$ cat config.mk
export PLATFORM = sky130hd
export DESIGN_NAME = board_row_engine
export DESIGN_NICKNAME = d
export VERILOG_FILES = /design/src/rtl/tetris_pkg.sv /design/src/rtl/board_row_file.sv /design/src/rtl/board_row_engine.sv
export SDC_FILE = /design/constraint.sdc
export NUM_CORES = 1
export LEC_CHECK = 0
export CORE_MARGIN = 10
export CORE_UTILIZATION = 45
export DETAILED_ROUTE_END_ITERATION = 8
export GPL_TIMING_DRIVEN = 0
export HOLD_SLACK_MARGIN = 0.02
export PLACE_DENSITY = 0.69
export SLEW_MARGIN = 20
export SYNTH_ARGS = -nofsm -noshare
export SYNTH_HDL_FRONTEND = slang
export SYNTH_SLANG_ARGS = --single-unit
$ cat constraint.sdc
create_clock -name clk_40M -period 7.5 [get_ports clk_40M]
set_input_delay 0.75 -clock clk_40M [delete_from_list [all_inputs] [get_ports clk_40M]]
set_output_delay 0.75 -clock clk_40M [all_outputs]
set_load 0.01 [all_outputs]
$ cat src/rtl/tetris_pkg.sv
// Shared definitions for the Tetris board storage engine: command codes,
// FSM state encoding, default board size and the attack-line lookup.
package tetris_pkg;

  localparam int W_DEF = 10;
  localparam int H_DEF = 20;

  localparam logic [1:0] OP_CHECK   = 2'd0;
  localparam logic [1:0] OP_LOCK    = 2'd1;
  localparam logic [1:0] OP_GARBAGE = 2'd2;

  typedef enum logic [2:0] {
    ST_IDLE = 3'd0,
    ST_CHK  = 3'd1,
    ST_LOCK = 3'd2,
    ST_SCAN = 3'd3,
    ST_FILL = 3'd4,
    ST_GARB = 3'd5,
    ST_DONE = 3'd6
  } state_e;

  // Attack lines sent to the opponent for a given number of cleared rows.
  function automatic logic [2:0] send_lut(input logic [2:0] cleared);
    logic [2:0] n;
    case (cleared)
      3'd2:    n = 3'd1;
      3'd3:    n = 3'd2;
      3'd0,
      3'd1:    n = 3'd0;
      default: n = 3'd4;
    endcase
    return n;
  endfunction

endpackage

$ cat src/rtl/board_row_file.sv
// H x W playfield storage: one row per address, one write port and two
// combinational read ports. Addresses carry one spare bit so callers can
// present indices past the floor; those read as 0 and are never written.
module board_row_file #(
  parameter int W  = 10,
  parameter int H  = 20,
  parameter int RW = $clog2(H)
) (
  input  logic          clk_40M,
  input  logic          rst,
  input  logic          we,
  input  logic [RW:0]   waddr,
  input  logic [W-1:0]  wdata,
  input  logic [RW:0]   raddr_e,
  output logic [W-1:0]  rdata_e,
  input  logic [RW:0]   raddr_d,
  output logic [W-1:0]  rdata_d,
  output logic [3:0]    top_nz
);

  localparam logic [RW:0] H_L = (RW+1)'(H);

  logic [W-1:0] rows_q [H];
  logic [W-1:0] rows_d [H];

  // Next array contents: at most one row replaced per cycle.
  always_comb begin
    rows_d = rows_q;
    if (we && (waddr < H_L)) rows_d[waddr[RW-1:0]] = wdata;
  end

  // Array registers with synchronous clear.
  always_ff @(posedge clk_40M) begin
    if (rst) begin
      for (int r = 0; r < H; r++) rows_q[r] <= '0;
    end else begin
      rows_q <= rows_d;
    end
  end

  // Read ports plus occupancy of the top four rows for game-over detection.
  always_comb begin
    rdata_e = '0;
    rdata_d = '0;
    top_nz  = '0;
    if (raddr_e < H_L) rdata_e = rows_q[raddr_e[RW-1:0]];
    if (raddr_d < H_L) rdata_d = rows_q[raddr_d[RW-1:0]];
    for (int i = 0; i < 4; i++) top_nz[i] = |rows_q[i];
  end

endmodule

$ cat src/rtl/board_row_engine.sv
// Board storage engine: collision check, piece lock with line clear and
// compaction, garbage insertion, and a registered display read port.
// One board row is touched per cycle in every phase.
module board_row_engine
  import tetris_pkg::*;
#(
  parameter int W  = W_DEF,
  parameter int H  = H_DEF,
  parameter int CW = $clog2(W),
  parameter int RW = $clog2(H)
) (
  input  logic           clk_40M,
  input  logic           rst,
  input  logic           cmd_valid,
  output logic           cmd_ready,
  input  logic [1:0]     cmd_op,
  input  logic [RW-1:0]  cmd_row,
  input  logic [4*W-1:0] cmd_mask,
  input  logic [2:0]     cmd_n,
  input  logic [CW-1:0]  cmd_hole,
  output logic           rsp_valid,
  output logic           rsp_collide,
  output logic [2:0]     rsp_cleared,
  output logic           send_valid,
  output logic [2:0]     send_n,
  output logic           top_out,
  output logic [15:0]    total_lines,
  input  logic [RW-1:0]  disp_row,
  output logic [W-1:0]   disp_data
);

  localparam int          RW1  = RW + 1;
  localparam logic [RW:0] H_L  = RW1'(H);
  localparam logic [RW:0] LAST = RW1'(H - 1);

  state_e         state_q, state_d;
  logic [RW:0]    base_q, base_d;
  logic [1:0]     i_q, i_d;
  logic [RW:0]    rd_q, rd_d;
  logic [RW:0]    wr_q, wr_d;
  logic [RW:0]    cnt_q, cnt_d;
  logic           collide_q, collide_d;
  logic [4*W-1:0] mask_q, mask_d;
  logic [2:0]     n_q, n_d;
  logic [CW-1:0]  hole_q, hole_d;
  logic           rsp_valid_q, rsp_valid_d;
  logic           rsp_collide_q, rsp_collide_d;
  logic [2:0]     rsp_cleared_q, rsp_cleared_d;
  logic           send_valid_q, send_valid_d;
  logic [2:0]     send_n_q, send_n_d;
  logic           top_out_q, top_out_d;
  logic [15:0]    total_q, total_d;
  logic [W-1:0]   disp_data_q;

  logic           we;
  logic [RW:0]    waddr, raddr_e;
  logic [W-1:0]   wdata, rdata_e, rdata_d;
  logic [3:0]     top_nz;

  logic [RW:0]    cur_r;
  logic [W-1:0]   mask_i, garb_row;
  logic [2:0]     n_eff;
  logic [3:0]     nmask;
  logic [16:0]    total_sum;

  board_row_file #(.W(W), .H(H), .RW(RW)) u_rows (
    .clk_40M (clk_40M),
    .rst     (rst),
    .we      (we),
    .waddr   (waddr),
    .wdata   (wdata),
    .raddr_e (raddr_e),
    .rdata_e (rdata_e),
    .raddr_d ({1'b0, disp_row}),
    .rdata_d (rdata_d),
    .top_nz  (top_nz)
  );

  // Operand helpers: current mask row, garbage row pattern, clamped line count.
  always_comb begin
    cur_r    = base_q + RW1'(i_q);
    mask_i   = mask_q[W*i_q +: W];
    garb_row = '1;
    if (int'(hole_q) < W) garb_row[hole_q] = 1'b0;
    n_eff    = (cmd_n > 3'd4) ? 3'd4 : cmd_n;
    for (int k = 0; k < 4; k++) nmask[k] = (3'(k) < n_eff);
  end

  // Command sequencing and row datapath.
  always_comb begin
    state_d       = state_q;
    base_d        = base_q;
    i_d           = i_q;
    rd_d          = rd_q;
    wr_d          = wr_q;
    cnt_d         = cnt_q;
    collide_d     = collide_q;
    mask_d        = mask_q;
    n_d           = n_q;
    hole_d        = hole_q;
    rsp_valid_d   = 1'b0;
    rsp_collide_d = rsp_collide_q;
    rsp_cleared_d = rsp_cleared_q;
    send_valid_d  = 1'b0;
    send_n_d      = send_n_q;
    top_out_d     = top_out_q;
    total_d       = total_q;
    total_sum     = '0;
    we            = 1'b0;
    waddr         = rd_q;
    wdata         = '0;
    raddr_e       = rd_q;

    case (state_q)
      ST_IDLE: begin
        if (cmd_valid) begin
          base_d    = {1'b0, cmd_row};
          mask_d    = cmd_mask;
          n_d       = n_eff;
          hole_d    = cmd_hole;
          i_d       = '0;
          rd_d      = '0;
          cnt_d     = '0;
          collide_d = 1'b0;
          case (cmd_op)
            OP_LOCK:    state_d = ST_LOCK;
            OP_GARBAGE: begin
              state_d = ST_GARB;
              if (|(top_nz & nmask)) top_out_d = 1'b1;
            end
            default:    state_d = ST_CHK;
          endcase
        end
      end
      ST_CHK: begin
        raddr_e = cur_r;
        if (cur_r >= H_L) collide_d = collide_q | (|mask_i);
        else              collide_d = collide_q | (|(mask_i & rdata_e));
        i_d = i_q + 2'd1;
        if (i_q == 2'd3) state_d = ST_DONE;
      end
      ST_LOCK: begin
        raddr_e = cur_r;
        if (cur_r < H_L) begin
          we    = 1'b1;
          waddr = cur_r;
          wdata = rdata_e | mask_i;
        end
        i_d = i_q + 2'd1;
        if (i_q == 2'd3) begin
          state_d = ST_SCAN;
          rd_d    = LAST;
          wr_d    = LAST;
        end
      end
      ST_SCAN: begin
        // Full rows are dropped by holding wr; survivors slide down to wr.
        raddr_e = rd_q;
        if (&rdata_e) begin
          cnt_d = cnt_q + 1'b1;
        end else begin
          if (wr_q != rd_q) begin
            we    = 1'b1;
            waddr = wr_q;
            wdata = rdata_e;
          end
          wr_d = wr_q - 1'b1;
        end
        if (rd_q == '0) state_d = (cnt_d == '0) ? ST_DONE : ST_FILL;
        else            rd_d = rd_q - 1'b1;
      end
      ST_FILL: begin
        we    = 1'b1;
        waddr = wr_q;
        wdata = '0;
        wr_d  = wr_q - 1'b1;
        if (wr_q == '0) state_d = ST_DONE;
      end
      ST_GARB: begin
        // Ascending r so row r+n is still unmodified when it is copied.
        we    = 1'b1;
        waddr = rd_q;
        if (rd_q < H_L - RW1'(n_q)) begin
          raddr_e = rd_q + RW1'(n_q);
          wdata   = rdata_e;
        end else begin
          wdata = garb_row;
        end
        rd_d = rd_q + 1'b1;
        if (rd_q == LAST) state_d = ST_DONE;
      end
      ST_DONE: state_d = ST_IDLE;
      default: state_d = ST_IDLE;
    endcase

    if (state_d == ST_DONE) begin
      rsp_valid_d   = 1'b1;
      rsp_collide_d = collide_d;
      rsp_cleared_d = (cnt_d > RW1'(7)) ? 3'd7 : cnt_d[2:0];
      send_n_d      = send_lut(rsp_cleared_d);
      send_valid_d  = (send_n_d != 3'd0);
      total_sum     = {1'b0, total_q} + 17'(cnt_d);
      total_d       = total_sum[16] ? 16'hFFFF : total_sum[15:0];
    end
  end

  // Engine registers, including the registered outputs and display read.
  always_ff @(posedge clk_40M) begin
    if (rst) begin
      state_q       <= ST_IDLE;
      base_q        <= '0;
      i_q           <= '0;
      rd_q          <= '0;
      wr_q          <= '0;
      cnt_q         <= '0;
      collide_q     <= 1'b0;
      mask_q        <= '0;
      n_q           <= '0;
      hole_q        <= '0;
      rsp_valid_q   <= 1'b0;
      rsp_collide_q <= 1'b0;
      rsp_cleared_q <= '0;
      send_valid_q  <= 1'b0;
      send_n_q      <= '0;
      top_out_q     <= 1'b0;
      total_q       <= '0;
      disp_data_q   <= '0;
    end else begin
      state_q       <= state_d;
      base_q        <= base_d;
      i_q           <= i_d;
      rd_q          <= rd_d;
      wr_q          <= wr_d;
      cnt_q         <= cnt_d;
      collide_q     <= collide_d;
      mask_q        <= mask_d;
      n_q           <= n_d;
      hole_q        <= hole_d;
      rsp_valid_q   <= rsp_valid_d;
      rsp_collide_q <= rsp_collide_d;
      rsp_cleared_q <= rsp_cleared_d;
      send_valid_q  <= send_valid_d;
      send_n_q      <= send_n_d;
      top_out_q     <= top_out_d;
      total_q       <= total_d;
      disp_data_q   <= rdata_d;
    end
  end

  assign cmd_ready   = (state_q == ST_IDLE);
  assign rsp_valid   = rsp_valid_q;
  assign rsp_collide = rsp_collide_q;
  assign rsp_cleared = rsp_cleared_q;
  assign send_valid  = send_valid_q;
  assign send_n      = send_n_q;
  assign top_out     = top_out_q;
  assign total_lines = total_q;
  assign disp_data   = disp_data_q;

endmodule

## Yosys cells after proc, flatten, opt, wreduce, memory -nomap -nowiden

Cells that the tools add are included.

| storage, ports and cells | value |
|---|---|
| register bits after elaboration | 312 |
| bits of input ports | 62 |
| output and inout port bits | 37 |
| logic and storage cells | 185 |

| cells by class | value |
|---|---|
| $add $sub $neg | 9 |
| multiply operators | 1 |
| $lt $le $gt $ge | 19 |
| equality and inequality tests | 18 |
| shift-type cells | 1 |
| multiplexer cells | 58 |
| bitwise operators | 11 |
| reduce and logical (&&, ||, !) cells | 30 |

Operators with widths:

| operator | number |
|---|---|
| $bwmux 200 | 1 |
| $mux 10 | 11 |
| $bmux 10 s5 | 2 |
| $mux 6 | 11 |
| $reduce_or 10->1 | 6 |
| $demux 10 s5 | 1 |
| $shiftx 40x7->10 | 1 |
| $pmux 6 s3 | 2 |
| $pmux 10 s3 | 1 |
| $mux 3 | 9 |
| $pmux 6 s2 | 2 |
| $pmux 6 s4 | 1 |
| $ge 6x6->1 const B | 3 |
| $logic_not 6->1 | 3 |
| $lt 6x5->1 const B | 3 |
| $not 5->6 | 3 |
| $pmux 3 s6 | 1 |
| $add 16x6->17 | 1 |
| $mux 16 | 1 |
| $add 6x1->6 const B | 2 |
| $eq 3x2->1 const B | 4 |
| $sub 6x1->6 const B | 2 |
| $and 10x10->10 | 1 |
| $not 10->10 | 1 |
| 46 further kinds | 74 |

## Depth between registers and ports, before layout

| depth | value |
|---|---|
| depth after elaboration | 20 |
| mapped depth | 36 |

## By module

Synthesis repeated with hierarchy kept, for this count alone.

| second synthesis, totals | value |
|---|---|
| cell total of the unflattened synthesis | 2061 |
| area total of the unflattened synthesis | 17917.2 um^2 |

By module, submodules not included:

| module | instances | cells each | area an instance (um^2) |
|---|---|---|---|
| board_row_file | 1 | 1272 | 11536.1 |
| board_row_engine | 1 | 789 | 6381.1 |

## Least setup slack after synthesis

Ideal clock, no wire load.

| path | value |
|---|---|
| kind | register -> register |
| from | register n_q[1] |
| to | register total_q[9], in the netlist total_lines[9] |
| data arrival time | 6.248 ns |
| data required time | 7.409 ns |
| slack | 1.161 ns |
| stages on the path, launching flop included | 32 |
| path buffers | 3 |
| period minus slack after synthesis | 6.339 ns |
| cells stage by stage | dfxtp_1 > inv_1 > ha_1 > inv_1 > ha_1 > ha_1 > and4b_1 > o21a_1 > o311a_1 > or2_2 > nor3_1 > buf_2 > a31oi_1 > or4_1 > nor4b_1 > nand3_1 > buf_2 > o31ai_1 > ha_1 > inv_1 > fa_1 > nor2b_1 > o21ai_0 > a21oi_1 > o21ai_0 > nand2b_1 > nand3_1 > or2_2 > clkbuf_1 > o21ai_0 > a21oi_1 > a311oi_1 |

RTL lines:

| element | RTL line | text |
|---|---|---|
| start: declaration | board_row_engine.sv:44 | `logic [2:0] n_q, n_d;` |
| start signal: assignment | board_row_engine.sv:237 | `n_q <= n_d;` |
| $sub 5x3->6 | board_row_engine.sv:183 | `if (rd_q < H_L - RW1'(n_q)) begin` |
| $lt 6x6->1 | board_row_engine.sv:183 |  |
| $mux 6 * | board_row_engine.sv:183 |  |
| $pmux 6 s2 * | board_row_engine.sv:114 | `case (state_q)` |
| $not 5->6 (implied by the code) | board_row_file.sv:46 | `if (raddr_e < H_L) rdata_e = rows_q[raddr_e[RW-1:0]];` |
| $bmux 10 s5 | board_row_file.sv:46 |  |
| $mux 10 (implied by the code) (2 in series) | board_row_file.sv:46 |  |
| $mux 10 * | board_row_file.sv:46 |  |
| $reduce_and 10->1 * | board_row_engine.sv:159 | `if (&rdata_e) begin` |
| $mux 6 * | board_row_engine.sv:159 |  |
| $mux 6 * | board_row_engine.sv:114 |  |
| $pmux 6 s2 * | board_row_engine.sv:114 |  |
| net cnt_d[0] | board_row_engine.sv:41 | `logic [RW:0] cnt_q, cnt_d;` |
| $add 16x6->17 * | board_row_engine.sv:202 | `total_sum = {1'b0, total_q} + 17'(cnt_d);` |
| $mux 16 * | board_row_engine.sv:203 | `total_d = total_sum[16] ? 16'hFFFF : total_sum[15:0];` |
| end signal: assignment | board_row_engine.sv:245 | `total_q <= total_d;` |
| end: declaration | board_row_engine.sv:52 | `logic [15:0] total_q, total_d;` |

The timed path passes the listed nets; every way through them passes the cells marked *. The select of a mux whose other input is x is not followed.
A chain may end at the register's enable or synchronous reset.

## Worst setup path after layout

| path | value |
|---|---|
| from | register n_q[0] |
| to | register total_q[15], in the netlist total_lines[15] |

The elaborated chain is that of the path after synthesis.

==> metrics.md <==
| Metric | Value |
|---|---|
| Fraction of layout cells with a size suffix above 1 | 12.0% |
| # diodes | 0 |
| NetSw | 1.95 mW |
| Vias in the first global route | 16695 |
| CTS tree | yes |
| Outcome | completed |
| Slowest cell on crit path | a2111o_1 |
| Max incr delay on CP | 530 ps |
| Synth Area per Inst | 8.67 sq um |
| Root Driver | clkbuf_16 |
| Core Util, Final | 53.8% |
| Number of distinct library cells after synthesis | 83 |
| Synth Register Bits | 312 |
| CP Capture Type | flip-flop |
| Final ANT Viol Nets | 0 |
| Die width | 219 um |
| Hold crit path type | reg -> reg |
| Die H | 219 um |
| R2r setup slk | 330 ps |
| Mapped cell area | 17800 sq um |
| Ys async rst share | 0% |
| Vias per cell | 6.44 |
| Slew HR | 22.4% |
| Num CTS Buffers | 37 |
| Internal power | 3.33 mW |
| Final Hold Vio Count | 0 |
| Final setup vio count | 0 |
| 1st-iter DRT viols | 2219 |
| Most Frequent Cell on Critical Path | ha_1 |
| Crit path kind | reg -> reg |
| Final net count | 2282 |
| CP Depth | 28 |
| Worst-Skew Late Latency | 570 ps |
| Max Slew Vio Count | 0 |
| Crit path time final | 7170 ps |
| Initial Utilization | 45.8% |
| Routed WL | 71.0 mm |
| CP endpoint | total_lines[15]$_SDFFE_PP0P_ |
| Sequential share of the synthesized area | 35.1% |
| Power share of the clock group | 34.6% |
| Initial antenna violation count | 1 |
| Worst slew pin tran | 1160 ps |
| Max Freq | 140 MHz |
| Hold_buf cts | 0 |
| CTS max path bufs | 3 |
| Drt first pass iters | 6 |
| CP delay by family, top | compound AO/OA/AOI/OAI gates |
| CP Launch Point | n_q[0]$_SDFFE_PP0P_ |
| Period Utilization, post-route | 95.6% |
| FF-to-FF End | total_lines[15]$_SDFFE_PP0P_ |
| Worst Path Required | 7950 ps |
| Cell leakage power | 7.98 nW |
| Hold WS | 454 ps |
| WHS Path Cells | 2 |
| GR Util All Layers | 28.8% |
| Routability cong. | 1.05 |
| Flop pwr share | 33.5% |
| R2r startpoint | n_q[0]$_SDFFE_PP0P_ |
| Power share of the combinational group | 31.9% |
| Port Buffers | 96 |
| Ys flop type | dfxtp_1 |
| Synthesis warning total | 0 |
| Post-route setup TNS | 0 ps |
| Startpoint Class | flip-flop |
| FP Rows | 72 |
| Synth Instances | 2051 |
| Post-synth EDFFs | 0 |
| Area of the core | 38800 sq um |
| Area growth, synth to finish | 17.6% |
| Final HPWL DP | 51.2 mm |
| Global-route wire length before repair | 105 mm |
| Net count after synthesis | 2143 |
| Vias after detailed routing | 17619 |
| TritonCTS Sinks | 312 |
| Switching share of power | 36.9% |
| DRC Markers | 0 |
| Fin Clk Skew | 23.6 ps |
| Largest net degree at the start of global routing | 14 |
| Depth of the most critical reg-to-reg path | 28 |
| Clock transition at the registers of the reported paths | 60 ps |
| Max-cap violations | 0 |
| Grt ovf | 0 |
| Fillcell total | 3575 |
| WP data arrival | 7620 ps |
| Pwr Density | 253 nW/um^2 |
| Crit path buf inv count | 5 |
| Routed WL per cell | 25.9 um |
| Peak VDD IR | 0.151 mV |
| Die area | 47800 sq um |
| H-tree Lvls | 2 |
| Pwr Total | 5.28 mW |
| Max FO, Critical Path | 10 |
| IO Pins | 99 |
worst min-delay path by stage:
stage	from	endpoint	slack, ps
after floorplan	mask_q[20]$_SDFFE_PP0P_	mask_q[20]$_SDFFE_PP0P_	430
after global placement	mask_q[2]$_SDFFE_PP0P_	mask_q[2]$_SDFFE_PP0P_	440
after detailed placement	mask_q[25]$_SDFFE_PP0P_	mask_q[25]$_SDFFE_PP0P_	450
after CTS	mask_q[25]$_SDFFE_PP0P_	mask_q[25]$_SDFFE_PP0P_	450
after global routing	mask_q[2]$_SDFFE_PP0P_	mask_q[2]$_SDFFE_PP0P_	470
final	mask_q[21]$_SDFFE_PP0P_	mask_q[21]$_SDFFE_PP0P_	450
sequential cells by signal, summed over array words and instances (netlist names), 2 cells and up:
name           flops
rd_q               6
wr_q               6
mask_q            40
hole_q             4
u_rows.rows_q    200
i_q                2
base_q             5
send_n             3
state_q            3
n_q                3
cnt_q              6
total_lines       16
rsp_cleared        3
disp_data         10
Yosys cell counts (all sizes together), types with 19 or more instances:
| library cell | count | share of area [%] |
|---|---|---|
| dfxtp | 312 | 35 |
| a22oi | 21 | 0.92 |
| clkbuf | 108 | 2.3 |
| mux2i | 225 | 13 |
| ha | 26 | 1.8 |
| nand3 | 66 | 1.9 |
| nand2 | 494 | 11 |
| inv | 33 | 0.70 |
| nor4 | 21 | 0.74 |
| nor3 | 22 | 0.76 |
| nor2 | 94 | 2.4 |
| a211oi | 24 | 1.0 |
| o21ai | 61 | 1.7 |
| a21oi | 155 | 4.4 |
| mux4 | 70 | 8.9 |
| o211ai | 22 | 0.93 |
| buf | 49 | 1.7 |
| and3 | 19 | 0.67 |
power groups by stage:
stage / Clock (mW) / Combinational [mW] / Sequential, mW
after floorplan: 0 / 0.988 / 1.78
after global placement: 0 / 1.50 / 1.80
after detailed placement: 0 / 1.51 / 1.80
after CTS: 1.84 / 1.57 / 1.77
after global routing: 1.90 / 1.74 / 1.77
final: 1.83 / 1.68 / 1.77
area by class of cell:
cell class / count / area (sq um) / area share (%)
Inverter: 33 / 124 / 0.593
Sequential cell: 312 / 6250 / 29.9
Multi-Input combinational cell: 1549 / 10900 / 52.1
Clock inverter: 10 / 100 / 0.479
Tap cell: 518 / 648 / 3.10
Buffer: 154 / 756 / 3.62
Clock buffer: 58 / 1120 / 5.35
Timing Repair Buffer: 103 / 1010 / 4.85
cell families (layout without fill, tap and decap cells):
group                      after synthesis  after routing  share of synthesized area [%]
buffers and inverters                  190            358                           4.69
DFF                                    312            312                           35.1
and+or+nand+nor                        793            793                           20.2
xor gates and xnor gates                23             23                           1.13
AOI/OAI and AO/OA                      404            404                           14.7
muxes                                  299            299                           21.8
adders and majority gates               30             30                           2.28
worst register-to-register path: cells and delay by family, from the launching register on:
kind                     cells  cell delay (ps)
AND/OR/NAND/NOR              8             2170
adder cells (fa/ha/maj)      4             1040
AO/OA/AOI/OAI               11             2470
buffers and inverters        5              990
flip-flops                   1              370
per-layer routing:
layer,up-vias,GRT usage [%],share of wire [%]
met2,1275,42.7,42
li1,7656,-,-
met4,2,13.2,5.2
met5,-,0,0.021
met1,8429,36.9,39
met3,257,9.99,13
through the flow:
| step | cells | area (sq um) | setup WS, ps |
|---|---|---|---|
| floorplan | 2051 | 17800 | 1160 |
| global placement | 2665 | 19400 | -1010 |
| detailed placement | 2666 | 19400 | -1140 |
| CTS | 2737 | 20700 | 8.71 |
| global route | 2737 | 20900 | -36.9 |
| finish | 2737 | 20900 | 333 |
cell usage in the layout, fill, tap and decap left out, drive strengths merged, types with 9 or more instances in the layout:
cell type      synthesis  final
nand3                 66     66
o21a                  11     11
xor2                  10     10
o21ai                 61     61
ha                    26     26
clkdlybuf4s50          0     96
and3                  19     19
nor3                  22     22
a21oi                155    155
nand4                  9      9
nand2                494    494
a31oi                 14     14
mux2i                225    225
nand2b                11     11
inv                   33     35
a21o                  11     11
nor4                  21     21
a311oi                13     13
buf                   49     55
a22oi                 21     21
o211ai                22     22
xnor2                 13     13
mux4                  70     70
nor2b                 12     12
a221oi                14     14
dfxtp                312    312
clkbuf               108    164
nor2                  94     94
o31ai                  9      9
a211oi                24     24
what timing repair did:
action / CTS / global route
gates resized for setup: 29 / 45
endpoints found under the setup margin: 216 / 16
buffers inserted: 3 / 3
pin swaps: 3 / 8
(Power assumes the default switching activity.)
